<file path="config.mk">
export PLATFORM = sky130hd
export DESIGN_NAME = dpll_fll_controller
export DESIGN_NICKNAME = d
export VERILOG_FILES = /design/src/rtl/dpll_pkg.sv /design/src/rtl/dpll_ref_edge_sync.sv /design/src/rtl/dpll_fll_controller.sv
export SDC_FILE = /design/constraint.sdc
export NUM_CORES = 1
export LEC_CHECK = 0
export ABC_CLOCK_PERIOD_IN_PS = 11400
export BUFFER_PORTS_ARGS = -buffer_cell sky130_fd_sc_hd__buf_4
export CAP_MARGIN = 20
export CORE_UTILIZATION = 30
export CTS_BUF_LIST = sky130_fd_sc_hd__clkbuf_8
export DETAILED_ROUTE_END_ITERATION = 8
export SYNTH_ARGS = -nofsm -noshare
export SYNTH_HDL_FRONTEND = slang
export SYNTH_SLANG_ARGS = --single-unit
</file>
<file path="constraint.sdc">
create_clock -name clock -period 11.4 [get_ports clock]
set_input_delay 1.14 -clock clock [delete_from_list [all_inputs] [get_ports clock]]
set_output_delay 1.14 -clock clock [all_outputs]
set_load 0.005 [all_outputs]
</file>
<file path="src/rtl/dpll_pkg.sv">
// ---------------------------------------------------------------------------
// dpll_pkg
// Shared types and helpers for the DPLL frequency-locked-loop controller.
//   dpll_state_e  : loop state (IDLE, ACQUIRE, LOCKED, OPEN)
//   code_width()  : width of the binary trim code for a given trim width
//   therm_decode(): binary code -> thermometer word, bit i set when i < code
// ---------------------------------------------------------------------------
package dpll_pkg;

    typedef enum logic [1:0] {
        IDLE    = 2'd0,
        ACQUIRE = 2'd1,
        LOCKED  = 2'd2,
        OPEN    = 2'd3
    } dpll_state_e;

    localparam int TRIM_W_DEF = 26;
    localparam int CODE_W_DEF = $clog2(TRIM_W_DEF + 1);
    // Widest trim word the decoder can produce.
    localparam int THERM_MAX  = 64;

    function automatic int code_width(input int trim_w);
        return $clog2(trim_w + 1);
    endfunction

    function automatic logic [THERM_MAX-1:0] therm_decode(input logic [7:0] code);
        logic [THERM_MAX-1:0] t;
        t = '0;
        for (int i = 0; i < THERM_MAX; i++) begin
            t[i] = (i < int'(code));
        end
        return t;
    endfunction

endpackage

</file>
<file path="src/rtl/dpll_ref_edge_sync.sv">
// ---------------------------------------------------------------------------
// dpll_ref_edge_sync
// Brings the asynchronous reference oscillator into the DCO clock domain and
// produces a one-cycle pulse per rising edge, 3 clocks after the osc rise.
//   clock    : DCO clock
//   reset    : synchronous active-high reset
//   osc      : asynchronous reference oscillator
//   ref_edge : registered rising-edge pulse
// ---------------------------------------------------------------------------
module dpll_ref_edge_sync (
    input  logic clock,
    input  logic reset,
    input  logic osc,
    output logic ref_edge
);

    logic sync1_r;
    logic sync2_r;
    logic prev_r;
    logic edge_r;

    // two-flop synchroniser, delayed copy, and registered rising-edge pulse
    always_ff @(posedge clock) begin
        if (reset) begin
            sync1_r <= 1'b0;
            sync2_r <= 1'b0;
            prev_r  <= 1'b0;
            edge_r  <= 1'b0;
        end else begin
            sync1_r <= osc;
            sync2_r <= sync1_r;
            prev_r  <= sync2_r;
            edge_r  <= sync2_r & ~prev_r;
        end
    end

    assign ref_edge = edge_r;

endmodule

</file>
<file path="src/rtl/dpll_fll_controller.sv">
// ---------------------------------------------------------------------------
// dpll_fll_controller
// Frequency-locked-loop controller for the DPLL ring oscillator. Counts DCO
// cycles per reference period and steers a thermometer trim word so that the
// measured period matches div.
//   clock, reset : DCO clock, synchronous active-high reset
//   enable       : loop enable
//   osc          : asynchronous reference oscillator
//   div          : target DCO cycles per reference period
//   dco          : open-loop mode, trim follows ext_trim
//   ext_trim     : external trim word for open-loop mode
//   freeze       : hold the trim code while measuring continues
//   trim         : thermometer trim word to the oscillator
//   trim_code    : current binary trim code
//   locked       : lock indicator
//   meas         : last measured period
//   meas_valid   : one-cycle pulse when meas updates
// ---------------------------------------------------------------------------
module dpll_fll_controller
    import dpll_pkg::*;
#(
    parameter int TRIM_W    = TRIM_W_DEF,
    parameter int DIV_W     = 5,
    parameter int CNT_W     = 8,
    parameter int INIT_CODE = 13,
    parameter int TOL       = 1,
    parameter int COARSE_TH = 4,
    parameter int LOCK_N    = 4
) (
    input  logic                          clock,
    input  logic                          reset,
    input  logic                          enable,
    input  logic                          osc,
    input  logic [DIV_W-1:0]              div,
    input  logic                          dco,
    input  logic [TRIM_W-1:0]             ext_trim,
    input  logic                          freeze,
    output logic [TRIM_W-1:0]             trim,
    output logic [code_width(TRIM_W)-1:0] trim_code,
    output logic                          locked,
    output logic [CNT_W-1:0]              meas,
    output logic                          meas_valid
);

    localparam int                CODE_W    = code_width(TRIM_W);
    localparam logic [CNT_W-1:0]  CNT_MAX   = {CNT_W{1'b1}};
    localparam logic [CNT_W:0]    TOL_C     = (CNT_W+1)'(TOL);
    localparam logic [CNT_W:0]    HYST_C    = (CNT_W+1)'(TOL + 1);
    localparam logic [CNT_W:0]    COARSE_C  = (CNT_W+1)'(COARSE_TH);
    localparam logic [CODE_W:0]   MAX_CODE  = (CODE_W+1)'(TRIM_W);
    localparam logic [CODE_W-1:0] INIT_C    = CODE_W'(INIT_CODE);
    localparam logic [7:0]        LOCK_C    = 8'(LOCK_N);
    localparam logic [TRIM_W-1:0] INIT_TRIM = TRIM_W'(therm_decode(8'(INIT_CODE)));

    dpll_state_e        state_r;
    logic [CNT_W-1:0]   cnt_r;
    logic [CNT_W-1:0]   meas_r;
    logic [CNT_W-1:0]   meas_next_s;
    logic               meas_valid_r;
    logic               first_r;
    logic               locked_r;
    logic [7:0]         inband_r;
    logic [CODE_W-1:0]  code_r;
    logic [CODE_W-1:0]  next_code_s;
    logic [TRIM_W-1:0]  trim_r;
    logic [TRIM_W-1:0]  therm_s;
    logic signed [CNT_W:0] err_s;
    logic [CNT_W:0]     abs_s;
    logic [CODE_W:0]    step_s;
    logic [CODE_W:0]    code_ext_s;
    logic [CODE_W:0]    sum_s;
    logic               loop_s;
    logic               in_band_s;
    logic               drop_s;
    logic               edge_s;

    dpll_ref_edge_sync u_ref_sync (
        .clock    (clock),
        .reset    (reset),
        .osc      (osc),
        .ref_edge (edge_s)
    );

    // signed error of the last measurement, its magnitude and band decisions
    always_comb begin
        err_s = $signed({1'b0, meas_r}) - $signed({{(CNT_W+1-DIV_W){1'b0}}, div});
        if (err_s[CNT_W]) begin
            abs_s = -err_s;
        end else begin
            abs_s = err_s;
        end
        in_band_s = (abs_s <= TOL_C);
        drop_s    = (abs_s > HYST_C);
        if (abs_s >= COARSE_C) begin
            step_s = (CODE_W+1)'(2);
        end else begin
            step_s = (CODE_W+1)'(1);
        end
        if (cnt_r == CNT_MAX) begin
            meas_next_s = CNT_MAX;
        end else begin
            meas_next_s = cnt_r + CNT_W'(1);
        end
    end

    // next trim code: step toward the target, saturating at 0 and TRIM_W
    always_comb begin
        code_ext_s  = {1'b0, code_r};
        sum_s       = code_ext_s + step_s;
        // the loop only acts in the cycle after a fresh measurement while active
        loop_s      = meas_valid_r & enable & ~dco &
                      ((state_r == ACQUIRE) | (state_r == LOCKED)) & (div != '0);
        next_code_s = code_r;
        if (loop_s && !freeze && !in_band_s) begin
            if (!err_s[CNT_W]) begin
                if (sum_s > MAX_CODE) begin
                    next_code_s = MAX_CODE[CODE_W-1:0];
                end else begin
                    next_code_s = sum_s[CODE_W-1:0];
                end
            end else begin
                if (code_ext_s < step_s) begin
                    next_code_s = '0;
                end else begin
                    next_code_s = code_r - step_s[CODE_W-1:0];
                end
            end
        end else begin
            next_code_s = code_r;
        end
        therm_s = TRIM_W'(therm_decode(8'(next_code_s)));
    end

    // loop state machine, period counter, lock tracking and registered outputs
    always_ff @(posedge clock) begin
        if (reset) begin
            state_r      <= IDLE;
            cnt_r        <= '0;
            meas_r       <= '0;
            meas_valid_r <= 1'b0;
            first_r      <= 1'b1;
            inband_r     <= '0;
            locked_r     <= 1'b0;
            code_r       <= INIT_C;
            trim_r       <= INIT_TRIM;
        end else begin
            meas_valid_r <= 1'b0;
            code_r       <= next_code_s;
            if (dco) begin
                trim_r <= ext_trim;
            end else begin
                trim_r <= therm_s;
            end

            if (dco) begin
                state_r  <= OPEN;
                cnt_r    <= '0;
                inband_r <= '0;
                locked_r <= 1'b0;
                first_r  <= 1'b1;
            end else begin
                case (state_r)
                    IDLE, OPEN: begin
                        cnt_r    <= '0;
                        inband_r <= '0;
                        locked_r <= 1'b0;
                        first_r  <= 1'b1;
                        // leaving open-loop always passes through IDLE first
                        if (enable && (state_r == IDLE)) begin
                            state_r <= ACQUIRE;
                        end else begin
                            state_r <= IDLE;
                        end
                    end
                    ACQUIRE, LOCKED: begin
                        if (!enable) begin
                            state_r  <= IDLE;
                            cnt_r    <= '0;
                            inband_r <= '0;
                            locked_r <= 1'b0;
                        end else begin
                            if (edge_s) begin
                                cnt_r   <= '0;
                                first_r <= 1'b0;
                                // the first edge after IDLE only opens the window
                                if (!first_r) begin
                                    meas_r       <= meas_next_s;
                                    meas_valid_r <= 1'b1;
                                end
                            end else if (cnt_r != CNT_MAX) begin
                                cnt_r <= cnt_r + CNT_W'(1);
                            end

                            if (div == '0) begin
                                state_r  <= ACQUIRE;
                                inband_r <= '0;
                                locked_r <= 1'b0;
                            end else if (meas_valid_r) begin
                                if (state_r == ACQUIRE) begin
                                    if (in_band_s) begin
                                        if ((inband_r + 8'd1) >= LOCK_C) begin
                                            state_r  <= LOCKED;
                                            locked_r <= 1'b1;
                                            inband_r <= LOCK_C;
                                        end else begin
                                            inband_r <= inband_r + 8'd1;
                                        end
                                    end else begin
                                        inband_r <= '0;
                                    end
                                end else if (drop_s) begin
                                    // hysteresis: only errors beyond TOL+1 lose lock
                                    state_r  <= ACQUIRE;
                                    locked_r <= 1'b0;
                                    inband_r <= '0;
                                end
                            end
                        end
                    end
                    default: begin
                        state_r  <= IDLE;
                        cnt_r    <= '0;
                        inband_r <= '0;
                        locked_r <= 1'b0;
                        first_r  <= 1'b1;
                    end
                endcase
            end
        end
    end

    assign trim       = trim_r;
    assign trim_code  = code_r;
    assign locked     = locked_r;
    assign meas       = meas_r;
    assign meas_valid = meas_valid_r;

endmodule

</file>
==> reports/metrics.json <==
{
  "timing": {
    "period_needed_ns": 5.92,
    "fin_hold_ws_ns": 0.384,
    "rsz0062_at_grt": "false",
    "slew_headroom": 0.337,
    "timing.final.crit_share": 0.519,
    "report.final.setup_viol": 0,
    "fin_max_slew_vios": 0,
    "maxClockFrequency_mhz": 169,
    "worst_clock_skew_ns": 0.0155,
    "hold_viol": 0,
    "max_slew.worst_pin.slew_ns": 0.994,
    "setup_total_negative_slack_ns": 0
  },
  "synthesis": {
    "synthArstFlopShare": 0,
    "synth_enable_flop_cells": 0,
    "synth-compound-area-share": 0.232,
    "combinational_family_with_the_most_area_after_synthesis": "simple AND/OR/NAND/NOR gates",
    "synth_cell_types": 79,
    "post_synth_simple_gate_area": 0.254,
    "yosys_most_used_dff": "dfxtp_1",
    "yosys.area_share.xor_xnor": 0.0212,
    "yosys-mux-area-fraction": 0.0229,
    "ys_warn_count": 0,
    "yosys_register_bits": 64,
    "synth_area_per_cell_um2": 8.50,
    "synthCells": 437,
    "ys_seq_area_frac": 0.345,
    "synth_nets": 492,
    "mappedNetlistArea_mm2": 0.00372,
    "synth_adder_area_share": 0.0667
  },
  "power": {
    "power.density_cell_area_mw_per_mm2": 104,
    "power.share.combinational": 0.142,
    "total_leakage_power_nw": 1.87,
    "irDropWorstVdd_v": 0.0000508,
    "internal_power_w": 0.000345,
    "power_frac_seq": 0.486,
    "power_switching_share": 0.276,
    "net-switching-power_w": 0.000131,
    "pwr-share-clk": 0.372
  },
  "outcome": {
    "run_status": "complete, no violations"
  },
  "critical_path": {
    "path_common_cell": "inv_1",
    "setup.worst_path.end_class": "flop",
    "cp_cell_sequence": "buf_4 > ha_1 > inv_1 > fa_1 > a211oi_4 > nor3_1 > or2_1 > o32ai_2 > o221ai_2 > inv_2 > ha_1 > inv_1 > fa_1 > inv_1 > o31ai_1 > nor3_1 > o31ai_1 > or2b_2 > or3_1 > a32o_1",
    "crit_buf_inv": 5,
    "worst_path_max_stage_delay_ns": 0.63,
    "critical_path.slowest_cell": "o31ai_1",
    "setup.worst_path.start_class": "input pin",
    "timing.setup.critical_path_class": "input pin to flop",
    "critPathRequiredTime_ns": 11.64,
    "cp_top_delay_family": "compound AO/OA/AOI/OAI gates",
    "cp_data_arrival_time_ns": 6.16,
    "timing.critical_path.fanout_max": 8
  },
  "cts": {
    "cts-htree-levels": 3,
    "clk_latency_ns": 0.35,
    "path_clk_slew_ns": 0.07,
    "cts_inserted_buffers": 9,
    "cts_tree": "done",
    "cts_hold_buf": 0,
    "post_cts_resized": 0,
    "clock_tree.buffer_depth": 2,
    "cts_setup_buffers": 0,
    "clock_tree.root_cell": "clkbuf_8",
    "tritoncts_num_sinks": 64
  },
  "global_routing": {
    "grt_use_total": 0.151,
    "antenna_found_initial": 0,
    "first_pass_grt_wire_length_um": 15500,
    "grt_max_degree": 40,
    "globalRoute.totalOverflow": 0,
    "first_global_vias": 3168
  },
  "cells_and_area": {
    "final_net_count": 555,
    "layout_commonest_cell": "buf_4",
    "synthToLayoutAreaGrowth_pct": 22.6,
    "final_cells": 673,
    "post_route_cells_drive_above_1_share": 0.240,
    "antenna-diode-count": 0,
    "utilization_after_layout": 0.378,
    "most-common-layout-cells": "79 x buf_4, 64 x dfxtp_1, 56 x nor2_1"
  },
  "placement": {
    "dp_hpwl_um": 7140,
    "gp_routability_congestion": 0.885,
    "place.port_buffers": 77,
    "place.detailed.instances": 657
  },
  "job": {
    "max_capacitance_violation_total": 0
  },
  "routing": {
    "routed-via-count": 3351,
    "post_detailed_route_count_of_antenna_violating_nets": 0,
    "routed_via_density": 4.98,
    "routedWlPerCell_um": 14.1,
    "routed_wl_um": 9480,
    "drcViolationCount": 0,
    "detail_route.iter0.violations": 211,
    "dr.pass1.iters": 5
  },
  "floorplan": {
    "starting_density_of_the_core": 0.308,
    "core_area_mm2": 0.0121,
    "fp.dieH_um": 113,
    "row_count": 40,
    "design.die.area_mm2": 0.0128,
    "io_pins": 78,
    "die_w_um": 113
  },
  "min_path": {
    "worstHoldPathType": "flop to flop"
  }
}
==> sequential cells by signal (all words and copies together) (netlist names) <==
name and cells:
meas_valid 1, state_r 2, trim_code 5, cnt_r 8
first_r 1, u_ref_sync.prev_r 1, u_ref_sync.sync2_r 1, locked 1
u_ref_sync.ref_edge 1, u_ref_sync.sync1_r 1, inband_r 8, meas 8
trim 26
==> metrics by stage <==
stage | instance area [um^2] | setup slack (ns) | power, W
3_3_place_gp | 4370 | 5.34 | 0.000303
6_report | 4550 | 5.48 | 0.000476
2_1_floorplan | 3720 | 5.75 | 0.000278
5_1_grt | 4550 | 5.14 | 0.000500
4_1_cts | 4550 | 5.54 | 0.000482
3_5_place_dp | 4370 | 5.20 | 0.000304
==> worst paths after layout <==
kind	start	end	slack, ns	depth (start not counted)
worst min register to register	u_ref_sync.prev_r$_SDFF_PP0_	u_ref_sync.ref_edge$_SDFF_PP0_	0.38	1
worst max register to register	meas[0]$_SDFFE_PP0P_	trim[17]$_SDFF_PP0_	5.96	20
worst max-delay path	div[0]	trim[17]$_SDFF_PP0_	5.48	20
worst min-delay path	u_ref_sync.prev_r$_SDFF_PP0_	u_ref_sync.ref_edge$_SDFF_PP0_	0.38	1
==> layout make-up <==
type                            instances  area (um^2)
Inverter                               19         71.3
Multi-Input combinational cell        327         2220
Fill cell                            1237         7510
Sequential cell                        64         1280
Timing Repair Buffer                   79          593
Clock inverter                          6         43.8
Clock buffer                           10          138
Tap cell                              168          210
==> power by group through the flow <==
stage / registers [W] / logic, W / clock network (W)
floorplan: 0.000236 / 0.0000413 / 0
global placement: 0.000236 / 0.0000668 / 0
detailed placement: 0.000236 / 0.0000673 / 0
CTS: 0.000231 / 0.0000678 / 0.000183
global route: 0.000232 / 0.0000751 / 0.000194
finish: 0.000231 / 0.0000678 / 0.000177
==> synth_stat cells, types with 5 or more instances <==
cell       n  area share
ha_1      15       0.051
xnor2_1    5       0.012
o21ai_0    9       0.012
o31ai_1    5       0.010
o22a_1     5       0.012
clkbuf_1  15       0.015
inv_1     18       0.018
nand2_1   32       0.032
a211oi_1   9       0.018
a31oi_1    6       0.010
or3_1      6       0.010
nand3_1   12       0.016
nor2_1    56       0.057
nand2b_1   7       0.012
a21oi_1   25       0.034
nor2b_1   13       0.022
buf_2      6      0.0081
dfxtp_1   64        0.34
and3_1    10       0.017
nor3_1    15       0.020
a22o_1     6       0.014
==> logic make-up (layout without fill, tap and decap cells) <==
logic type,Yosys count,count (layout)
and+or+nand+nor,181,181
AOI/OAI and AO/OA,112,112
DFF,64,64
buffers and inverters,46,114
adders and majority gates,18,18
xor gates and xnor gates,9,9
muxes,7,7
==> worst register-to-register path, delay by kind of cell (launching register included) <==
family | cells | cell delay (ns)
AOI/OAI and AO/OA | 6 | 1.92
adders and majority gates | 4 | 1.40
DFF | 1 | 0.34
and+or+nand+nor | 5 | 1.20
buffers and inverters | 5 | 0.46
==> layer usage <==
metal	share of wire	GRT usage
met4	0.014	0.0465
met1	0.47	0.193
met3	0.046	0.0380
met5	0	0
met2	0.47	0.249
Power figures use the tool's default switching activity.
